### src/rtl/video_term_ctrl_if.sv
// ----------------------------------------------------------------------------
// video_term_ctrl_if
//   Groups the byte-source handshake and the video-memory character write
//   port of video_term_ctrl.
//   in_data/in_valid/in_ready : byte stream from the CPU/UART into the controller
//   vm_wr_en/addr/data        : registered single-cell write into video memory
//   modport slave  : the controller side
//   modport master : the byte source plus the video memory side
// ----------------------------------------------------------------------------
interface video_term_ctrl_if #(
  parameter int ADDR_W = 13
) ();
  logic [7:0]        in_data;
  logic              in_valid;
  logic              in_ready;
  logic              vm_wr_en;
  logic [ADDR_W-1:0] vm_wr_addr;
  logic [7:0]        vm_wr_data;

  modport slave (
    input  in_data, in_valid,
    output in_ready, vm_wr_en, vm_wr_addr, vm_wr_data
  );

  modport master (
    output in_data, in_valid,
    input  in_ready, vm_wr_en, vm_wr_addr, vm_wr_data
  );
endinterface

### src/rtl/video_term_ctrl.sv
// ----------------------------------------------------------------------------
// video_term_ctrl
//   Character-stream controller for a COLS x ROWS text-mode video memory.
//   Accepts bytes over a valid/ready handshake, keeps a text cursor,
//   interprets CR/LF/BS/FF and drives the memory's only character write port.
//
//   Ports:
//     write_clk : the only clock (rising edge)
//     rst       : asynchronous active-high reset
//     bus       : video_term_ctrl_if.slave (byte handshake + memory write port)
//     cur_col   : cursor column 0..COLS-1
//     cur_row   : cursor row 0..ROWS-1
//     busy      : high while a clear sequence runs
//
//   Build option:
//     TERM_LINE_CLEAR_EN : when defined, every row advance (LF or last-column
//                          wrap) blanks the newly entered row before the next
//                          byte is accepted.
// ----------------------------------------------------------------------------
module video_term_ctrl #(
  parameter int         COLS     = 106,
  parameter int         ROWS     = 40,
  parameter int         ADDR_W   = 13,
  parameter logic [7:0] CLEAR_CH = 8'h20
) (
  input  logic              write_clk,
  input  logic              rst,
  video_term_ctrl_if.slave  bus,
  output logic [6:0]        cur_col,
  output logic [5:0]        cur_row,
  output logic              busy
);

  localparam logic [1:0] ST_IDLE       = 2'd0;
  localparam logic [1:0] ST_CLR_SCREEN = 2'd1;
  localparam logic [1:0] ST_CLR_LINE   = 2'd2;

  localparam logic [6:0]        LAST_COL    = 7'(COLS - 1);
  localparam logic [5:0]        LAST_ROW    = 6'(ROWS - 1);
  localparam logic [ADDR_W-1:0] SCREEN_LAST = ADDR_W'(COLS * ROWS - 1);
  localparam logic [ADDR_W-1:0] LINE_LAST   = ADDR_W'(COLS - 1);

`ifdef TERM_LINE_CLEAR_EN
  localparam bit LINE_CLEAR = 1'b1;
`else
  localparam bit LINE_CLEAR = 1'b0;
`endif

  logic [1:0]        state;
  logic [6:0]        col;
  logic [5:0]        row;
  logic [ADDR_W-1:0] cnt;

  logic              wr_en_p1;
  logic [ADDR_W-1:0] wr_addr_p1;
  logic [7:0]        wr_data_p1;

  function automatic logic [ADDR_W-1:0] cell_addr(input logic [5:0] r, input logic [6:0] c);
    return ADDR_W'(r) * ADDR_W'(COLS) + ADDR_W'(c);
  endfunction

  // Rows wrap to the top; there is no scrolling.
  function automatic logic [5:0] next_row(input logic [5:0] r);
    return (r == LAST_ROW) ? 6'd0 : r + 6'd1;
  endfunction

  logic accept;
  assign accept = bus.in_valid && (state == ST_IDLE);

  // Stage p0 -> p1: decode the accepted byte / step the clear counter and
  // register the resulting memory write.
  always_ff @(posedge write_clk or posedge rst) begin
    if (rst) begin
      state      <= ST_IDLE;
      col        <= '0;
      row        <= '0;
      cnt        <= '0;
      wr_en_p1   <= 1'b0;
      wr_addr_p1 <= '0;
      wr_data_p1 <= '0;
    end else begin
      wr_en_p1 <= 1'b0;
      case (state)
        ST_IDLE: begin
          if (accept) begin
            case (bus.in_data)
              8'h0D: col <= '0;
              8'h0A: begin
                row <= next_row(row);
                if (LINE_CLEAR) begin
                  state <= ST_CLR_LINE;
                  cnt   <= '0;
                end
              end
              8'h08: begin
                if (col != 7'd0) begin
                  col        <= col - 7'd1;
                  wr_en_p1   <= 1'b1;
                  wr_addr_p1 <= cell_addr(row, col - 7'd1);
                  wr_data_p1 <= CLEAR_CH;
                end
              end
              8'h0C: begin
                state <= ST_CLR_SCREEN;
                cnt   <= '0;
              end
              default: begin
                wr_en_p1   <= 1'b1;
                wr_addr_p1 <= cell_addr(row, col);
                wr_data_p1 <= bus.in_data;
                if (col == LAST_COL) begin
                  col <= '0;
                  row <= next_row(row);
                  if (LINE_CLEAR) begin
                    state <= ST_CLR_LINE;
                    cnt   <= '0;
                  end
                end else begin
                  col <= col + 7'd1;
                end
              end
            endcase
          end
        end
        ST_CLR_SCREEN: begin
          wr_en_p1   <= 1'b1;
          wr_addr_p1 <= cnt;
          wr_data_p1 <= CLEAR_CH;
          if (cnt == SCREEN_LAST) begin
            state <= ST_IDLE;
            cnt   <= '0;
            col   <= '0;
            row   <= '0;
          end else begin
            cnt <= cnt + 1'b1;
          end
        end
        ST_CLR_LINE: begin
          // row already points at the newly entered row.
          wr_en_p1   <= 1'b1;
          wr_addr_p1 <= cell_addr(row, 7'd0) + cnt;
          wr_data_p1 <= CLEAR_CH;
          if (cnt == LINE_LAST) begin
            state <= ST_IDLE;
            cnt   <= '0;
          end else begin
            cnt <= cnt + 1'b1;
          end
        end
        default: state <= ST_IDLE;
      endcase
    end
  end

  assign bus.in_ready   = (state == ST_IDLE);
  assign busy           = (state != ST_IDLE);
  assign bus.vm_wr_en   = wr_en_p1;
  assign bus.vm_wr_addr = wr_addr_p1;
  assign bus.vm_wr_data = wr_data_p1;
  assign cur_col        = col;
  assign cur_row        = row;

endmodule

### src/flat_wrapper.sv
// flat-port wrapper written by rule: the top's interface ports become plain ports
module video_term_ctrl_flat 
#(
  parameter int         COLS     = 106,
  parameter int         ROWS     = 40,
  parameter int         ADDR_W   = 13,
  parameter logic [7:0] CLEAR_CH = 8'h20
)
  (write_clk, rst, cur_col, cur_row, busy, bus_in_data, bus_in_valid, bus_in_ready, bus_vm_wr_en, bus_vm_wr_addr, bus_vm_wr_data);
  video_term_ctrl_if #(.ADDR_W(ADDR_W)) bus_i ();
  input  logic write_clk;
  input  logic rst;
  output logic [6:0] cur_col;
  output logic [5:0] cur_row;
  output logic busy;
  input wire logic [$bits(bus_i.in_data)-1:0] bus_in_data;
  input wire logic [$bits(bus_i.in_valid)-1:0] bus_in_valid;
  output wire logic [$bits(bus_i.in_ready)-1:0] bus_in_ready;
  output wire logic [$bits(bus_i.vm_wr_en)-1:0] bus_vm_wr_en;
  output wire logic [$bits(bus_i.vm_wr_addr)-1:0] bus_vm_wr_addr;
  output wire logic [$bits(bus_i.vm_wr_data)-1:0] bus_vm_wr_data;
  assign bus_i.in_data = bus_in_data;
  assign bus_i.in_valid = bus_in_valid;
  assign bus_in_ready = bus_i.in_ready;
  assign bus_vm_wr_en = bus_i.vm_wr_en;
  assign bus_vm_wr_addr = bus_i.vm_wr_addr;
  assign bus_vm_wr_data = bus_i.vm_wr_data;
  video_term_ctrl #(.COLS(COLS), .ROWS(ROWS), .ADDR_W(ADDR_W), .CLEAR_CH(CLEAR_CH)) u_core (.write_clk(write_clk), .rst(rst), .bus(bus_i), .cur_col(cur_col), .cur_row(cur_row), .busy(busy));
endmodule
### config.mk
export PLATFORM = sky130hd
export DESIGN_NAME = video_term_ctrl_flat
export DESIGN_NICKNAME = d
export VERILOG_FILES = /design/src/rtl/video_term_ctrl_if.sv /design/src/rtl/video_term_ctrl.sv /design/src/flat_wrapper.sv
export SDC_FILE = /design/constraint.sdc
export NUM_CORES = 1
export LEC_CHECK = 0
export CAP_MARGIN = 20
export CORE_MARGIN = 2
export CORE_UTILIZATION = 30
export CTS_BUF_LIST = sky130_fd_sc_hd__clkbuf_8
export CTS_CLUSTER_DIAMETER = 150
export DETAILED_ROUTE_END_ITERATION = 10
export PLACE_DENSITY = 0.51
export SETUP_SLACK_MARGIN = 0.4
export SLEW_MARGIN = 5
export SYNTH_ARGS = -nofsm -noshare
export SYNTH_HDL_FRONTEND = slang
export SYNTH_SLANG_ARGS = --single-unit
### constraint.sdc
create_clock -name write_clk -period 4.3 [get_ports write_clk]
set_clock_uncertainty 0.1 [all_clocks]
set_input_delay 1.075 -clock write_clk [delete_from_list [all_inputs] [get_ports write_clk]]
set_output_delay 1.075 -clock write_clk [all_outputs]
set_load 0.03 [all_outputs]
Yosys cells after proc, flatten, opt, wreduce, memory -nomap -nowiden
Index checks and enable logic that the tools add are counted.
- word-level logic and storage cells: 85
- input bits: 11
- output and inout bits: 37
- register bits after elaboration: 50
- multiply operators: 1
- add/sub/neg operators: 7
- reduce and logical (&&, ||, !) cells: 17
- mux-type cells: 34
- eq/ne operators: 19
- operators with widths (operator ; number):
    $mux W13 ; 6
    $pmux W13 S3 ; 2
    $eq A8 B4 Y1 const B ; 4
    $pmux W8 S2 ; 2
    $mux W7 ; 4
    $add A13 B7 Y13 ; 2
    $pmux W13 S2 ; 1
    $mux W6 ; 4
    $pmux W6 S2 ; 2
    $pmux W7 S3 ; 1
    $mux W8 ; 2
    $pmux W7 S2 ; 1
    $add A13 B1 Y13 const B ; 1
    $add A13 B13 Y13 ; 1
    $eq A13 B13 Y1 const B ; 1
    $eq A13 B7 Y1 const B ; 1
    $mul A6 B6 Y12 const B ; 1
    $reduce_and A4 Y1 ; 3
    $reduce_and A5 Y1 ; 2
    $mux W2 ; 4
    $ne A2 B1 Y1 const B ; 4
    $add A7 B1 Y7 const B ; 1
    $eq A7 B7 Y1 const B ; 1
    $reduce_bool A7 Y1 ; 1
    other kinds (18) ; 26

Longest topological paths before layout
- depth in word-level cells: 6
- mapped depth: 15
- depth with buffers taken out: 15

Worst setup path after synthesis
No wires, ideal clock.
- path type: input to register
- start point: input bus_in_data[6]
- end point: register u_core.wr_addr_p1[12] (netlist: u_core.bus.vm_wr_addr[12])
- setup slack: 0.297 ns
- buffers on the path: 1
- library setup time: 0.142 ns
- data required time: 4.058 ns
- arrival time: 3.760 ns
- stages: 14
- cells stage by stage: nor4b_1 -> nand4_1 -> inv_1 -> buf_2 -> nand2_1 -> xnor2_1 -> ha_1 -> o21ai_0 -> o21ai_0 -> nand2_1 -> nand4b_1 -> nor3b_1 -> xnor2_1 -> o221ai_1
- cells in the longest elaborated chain, start to end: 5
- elaborated cells on any way between the ends: 11
- those cells by class: 6 x eq/ne; 3 x mux; 2 x reduce/logical
- ends and longest elaborated chain (what ; line ; text):
    from (decl) ; flat_wrapper.sv:16 ; input wire logic [$bits(bus_i.in_data)-1:0] bus_in_data;
    $eq A8 B4 Y1 ; video_term_ctrl.sv:86 ; case (bus.in_data)
    $reduce_or A3 Y1 (no source line) ; n/a ;
    $pmux W13 S2 ; video_term_ctrl.sv:86 ;
    $mux W13 ; video_term_ctrl.sv:85 ; if (accept) begin
    $pmux W13 S3 ; video_term_ctrl.sv:83 ; case (state)
    to (signal assigned) ; video_term_ctrl.sv:99 ; wr_addr_p1 <= cell_addr(row, col - 7'd1);
    to (signal assigned) ; video_term_ctrl.sv:109 ; wr_addr_p1 <= cell_addr(row, col);
    to (signal assigned) ; video_term_ctrl.sv:127 ; wr_addr_p1 <= cnt;
    to (decl) ; video_term_ctrl.sv:55 ; logic [ADDR_W-1:0] wr_addr_p1;
Parallel ways exist; a longest one is shown, timed or not. The select of a mux whose other input is x is not followed.
A chain may end at the register's enable or synchronous reset.

Final worst setup path
Ends and elaborated chain as after synthesis.

==> run_results.csv <==
group,metric,value,unit
power_and_ir_drop,leakage,0.00223,uW
synth,synth_cells,447,
outcome,status,"finished, final reports clean",
routing,post_drt_wl_per_cell,14.6,um
clock_network,cts_root_buf,"clkbuf_8",
routing,firstDrtPassIters,5,
routing,final_antenna_net_count,0,
placed_design,place_ws,-16.6,ps
clock_network,cts_max_level,2,
clock_network,clockBufferDepth,2,
critical_path,cp-start-kind,"primary input",
synth,synthArstFlopShare,100,%
synth,synth_xor_area_share,5.48,%
timing,worstMarginPinSlew,592,ps
flow_run,drv_cap,0,
routing,route.vias.total,3430,
synth,synth_fp_nets,505,
global_route,grt_pass1_vias,3452,
critical_path,r2r-end,"u_core.bus.vm_wr_addr[12]",
timing,final_max_slew_viol_count,0,
clock_network,holdBufCountCts,0,
clock_network,clk_pin_slew_worst_paths,110,ps
synth,synth-simple-area-share,20.1,%
synth,ys_types,59,
synth,synth-edff-count,0,
synth,syn_area,3830,sq um
routing,via_per_inst,4.96,
synth,synth_top_family_by_area,"simple AND/OR/NAND/NOR gates",
routing,route.detailed.drc,0,
critical_path,path_class,"primary input to flip-flop",
power_and_ir_drop,power_frac_clock,12.1,%
routing,drt_iter0_markers,154,
critical_path,cp_top_family,"simple AND/OR/NAND/NOR gates",
synth,ys_warn_count,0,
power_and_ir_drop,swShare,45.7,%
floorplan,die_w,117,um
critical_path,critPathCaptureType,"flip-flop",
critical_path,path_buf_inv,3,
critical_path,max_stage_delay,440,ps
critical_path,path_max_fanout,4,
timing,hold_viol,0,
power_and_ir_drop,p_per_area,533,nW/um^2
synth,synthAdderAreaFrac,16.5,%
global_route,grt_pass1_wl,17.0,mm
timing,final-setup-viol-count,0,
cells_and_area,area_growth,28.5,%
routing,drt-total-wl,10.1,mm
clock_network,clock-sinks,49,
hold_path,hold_class,"flip-flop to flip-flop",
timing,fin_crit_sh,86.8,%
synth,synthFlopType,"dfrtp_1",
floorplan,chipHeight,117,um
clock_network,clk_latency,320,ps
global_route,grtUsageTotal,15.6,%
timing,min_period,3730,ps
critical_path,cp.depth,15,
power_and_ir_drop,p_int,1430,uW
power_and_ir_drop,p_sw,1200,uW
floorplan,initial_core_util,30.5,%
critical_path,r2r_slack,590,ps
global_route,grt_max_degree,50,
cells_and_area,drive_gt1_share,14.8,%
critical_path,critPathRequiredTime,4400,ps
power_and_ir_drop,p_total,2630,uW
floorplan,rows,41,
timing,setup_slack,566,ps
critical_path,crit_path_end,"u_core.bus.vm_wr_addr[12]",
synth,ys_ff_latch,49,
timing,fmax,0.268,GHz
global_route,antenna_found_initial,0,
critical_path,r2r-start,"u_core.cur_row[2]",
clock_network,cts_tree,"done",
synth,ys_seq_area_share,32.0,%
synth,syn_area_per_cell,8.58,sq um
synth,synth_mux_area_share,2.09,%
synth,synth_compound_area_share,18.9,%
critical_path,cp_slowest_cell,"clkdlybuf4s50_1",
floorplan,ios,48,
critical_path,worstPathArrival,3830,ps
clock_network,cts_made_buffers,5,
power_and_ir_drop,ir_drop,0.000307,V
placed_design,routabilityCongestion,0.834,
cells_and_area,n_antenna_cell,0,
placed_design,dp_hpwl,7.61,mm
floorplan,core_region_area,12600,sq um
critical_path,cpMostUsedCell,"buf_4",
floorplan,dieArea,13700,sq um
critical_path,reg2reg_depth,15,
timing,rsz0062_at_grt,"true",
global_route,grt-ovfl-total,0,
timing,relSlewSlack,60.4,%
critical_path,startpoint,"bus_in_data[6]",
placed_design,buffer_ports.inserted,47,
power_and_ir_drop,pwr-share-comb,58.9,%
critical_path,critical_path.cell_chain,"clkdlybuf4s50_1 -> nor4b_2 -> nand4_1 -> buf_4 -> nor2_1 -> a21o_1 -> ha_1 -> buf_4 -> a211oi_2 -> o21ai_2 -> nand2_1 -> nand4b_1 -> nor3b_2 -> xnor2_1 -> o221ai_1",
power_and_ir_drop,seq_power_share,29.0,%
cells_and_area,nNetsFinal,576,
-- area by class of cell --
type | instances | area (sq um)
well taps | 172 | 215
clock buffers | 5 | 68.8
flip-flops and latches | 49 | 1230
inverters | 28 | 105
clock inverters | 3 | 28.8
repair buffers | 82 | 768
multi-input cells | 352 | 2510
fillers | 1292 | 7640
-- kinds of logic after synthesis --
kind of cell / after synthesis
adders and majority gates: 47
and+or+nand+nor: 157
muxes: 8
AOI/OAI and AO/OA: 116
DFF: 49
buffers and inverters: 46
xor gates and xnor gates: 24
-- layer usage --
layer | GRT usage, % | vias up | wire length, um
met2 | 24.9 | 61 | 4730
li1 | - | 1728 | -
met3 | 2.68 | 4 | 328
met4 | 2.82 | 0 | 55
met1 | 22.4 | 1637 | 4970
met5 | 0 | - | 0
-- layout by cell type (no fill, tap or decap), drive strengths merged, types with 17 or more instances in the layout --
cell,synthesis,final
inv,27,29
a21oi,27,27
buf,7,35
clkdlybuf4s50,0,46
nor2,46,46
nand3,17,17
o21ai,50,50
nand2,51,51
dfrtp,49,49
ha,41,41
-- stage by stage --
step                      instances  util (%)  hold slack (ps)  TNS (ps)  area, sq um
after floorplan                 447         -              372         0         3840
after global placement          675      37.1              407         0         4660
after detailed placement        675      37.1              412     -16.6         4660
after CTS                       684      38.1              428         0         4780
after global routing            691      39.2              460         0         4930
final                           691      39.2              424         0         4930
-- worst min-delay path by stage --
stage,startpoint,endpoint,slack (ps),cells after the start
3_5_place_dp,u_core.cnt[12],u_core.cnt[12],410,1
3_3_place_gp,u_core.bus.vm_wr_data[0],u_core.bus.vm_wr_data[0],410,2
6_report,u_core.cnt[12],u_core.cnt[12],420,1
4_1_cts,u_core.cnt[12],u_core.cnt[12],430,1
5_1_grt,u_core.cnt[12],u_core.cnt[12],460,1
2_1_floorplan,u_core.cnt[12],u_core.cnt[12],370,1
-- power groups by stage --
stage	Clock (uW)	Sequential [uW]	Combinational, uW
finish	317	762	1550
global route	345	786	1730
CTS	332	761	1450
detailed placement	0	767	1430
global placement	0	764	1420
floorplan	0	872	809
-- worst register-to-register path: cells and delay by family (launching register included) --
kind,cells,cell delay (ps)
XOR/XNOR,1,140
AND/OR/NAND/NOR,5,670
adder cells (fa/ha/maj),5,1870
AO/OA/AOI/OAI,1,120
buffers and inverters,3,280
flip-flops,1,420
-- cell usage after synthesis (3+ instances only) --
library cell,instances,share of area (%)
xnor2_1,15,3.4
nand2_1,51,5.0
o21ai_1,18,2.3
nor4b_1,3,0.69
xor2_1,9,2.1
buf_2,5,0.65
a211oi_1,4,0.78
a311oi_1,3,0.69
dfrtp_1,49,32
fa_1,6,3.1
ha_1,41,13
inv_1,26,2.5
clkbuf_1,11,1.1
a21oi_1,26,3.4
nor3_1,11,1.4
o31ai_2,3,0.98
and3_1,9,1.5
mux2i_1,8,2.1
a31oi_1,4,0.65
o21ai_0,31,4.0
a21o_1,4,0.78
nor2_1,46,4.5
nand3_1,17,2.2
-- registers in the layout, summed over array words and instances, names as in the netlist --
| signal | flops |
|---|---|
| u_core.cur_col | 7 |
| u_core.bus.vm_wr_en | 1 |
| u_core.cnt | 13 |
| u_core.cur_row | 6 |
| u_core.bus.vm_wr_data | 8 |
| u_core.bus.vm_wr_addr | 13 |
| u_core.state | 1 |
-- timing repair --
action,in CTS,in global routing
pin swaps,2,17
gates resized for setup,7,23
buffers inserted,1,5
setup endpoints to repair,1,8
(Power assumes the default switching activity.)
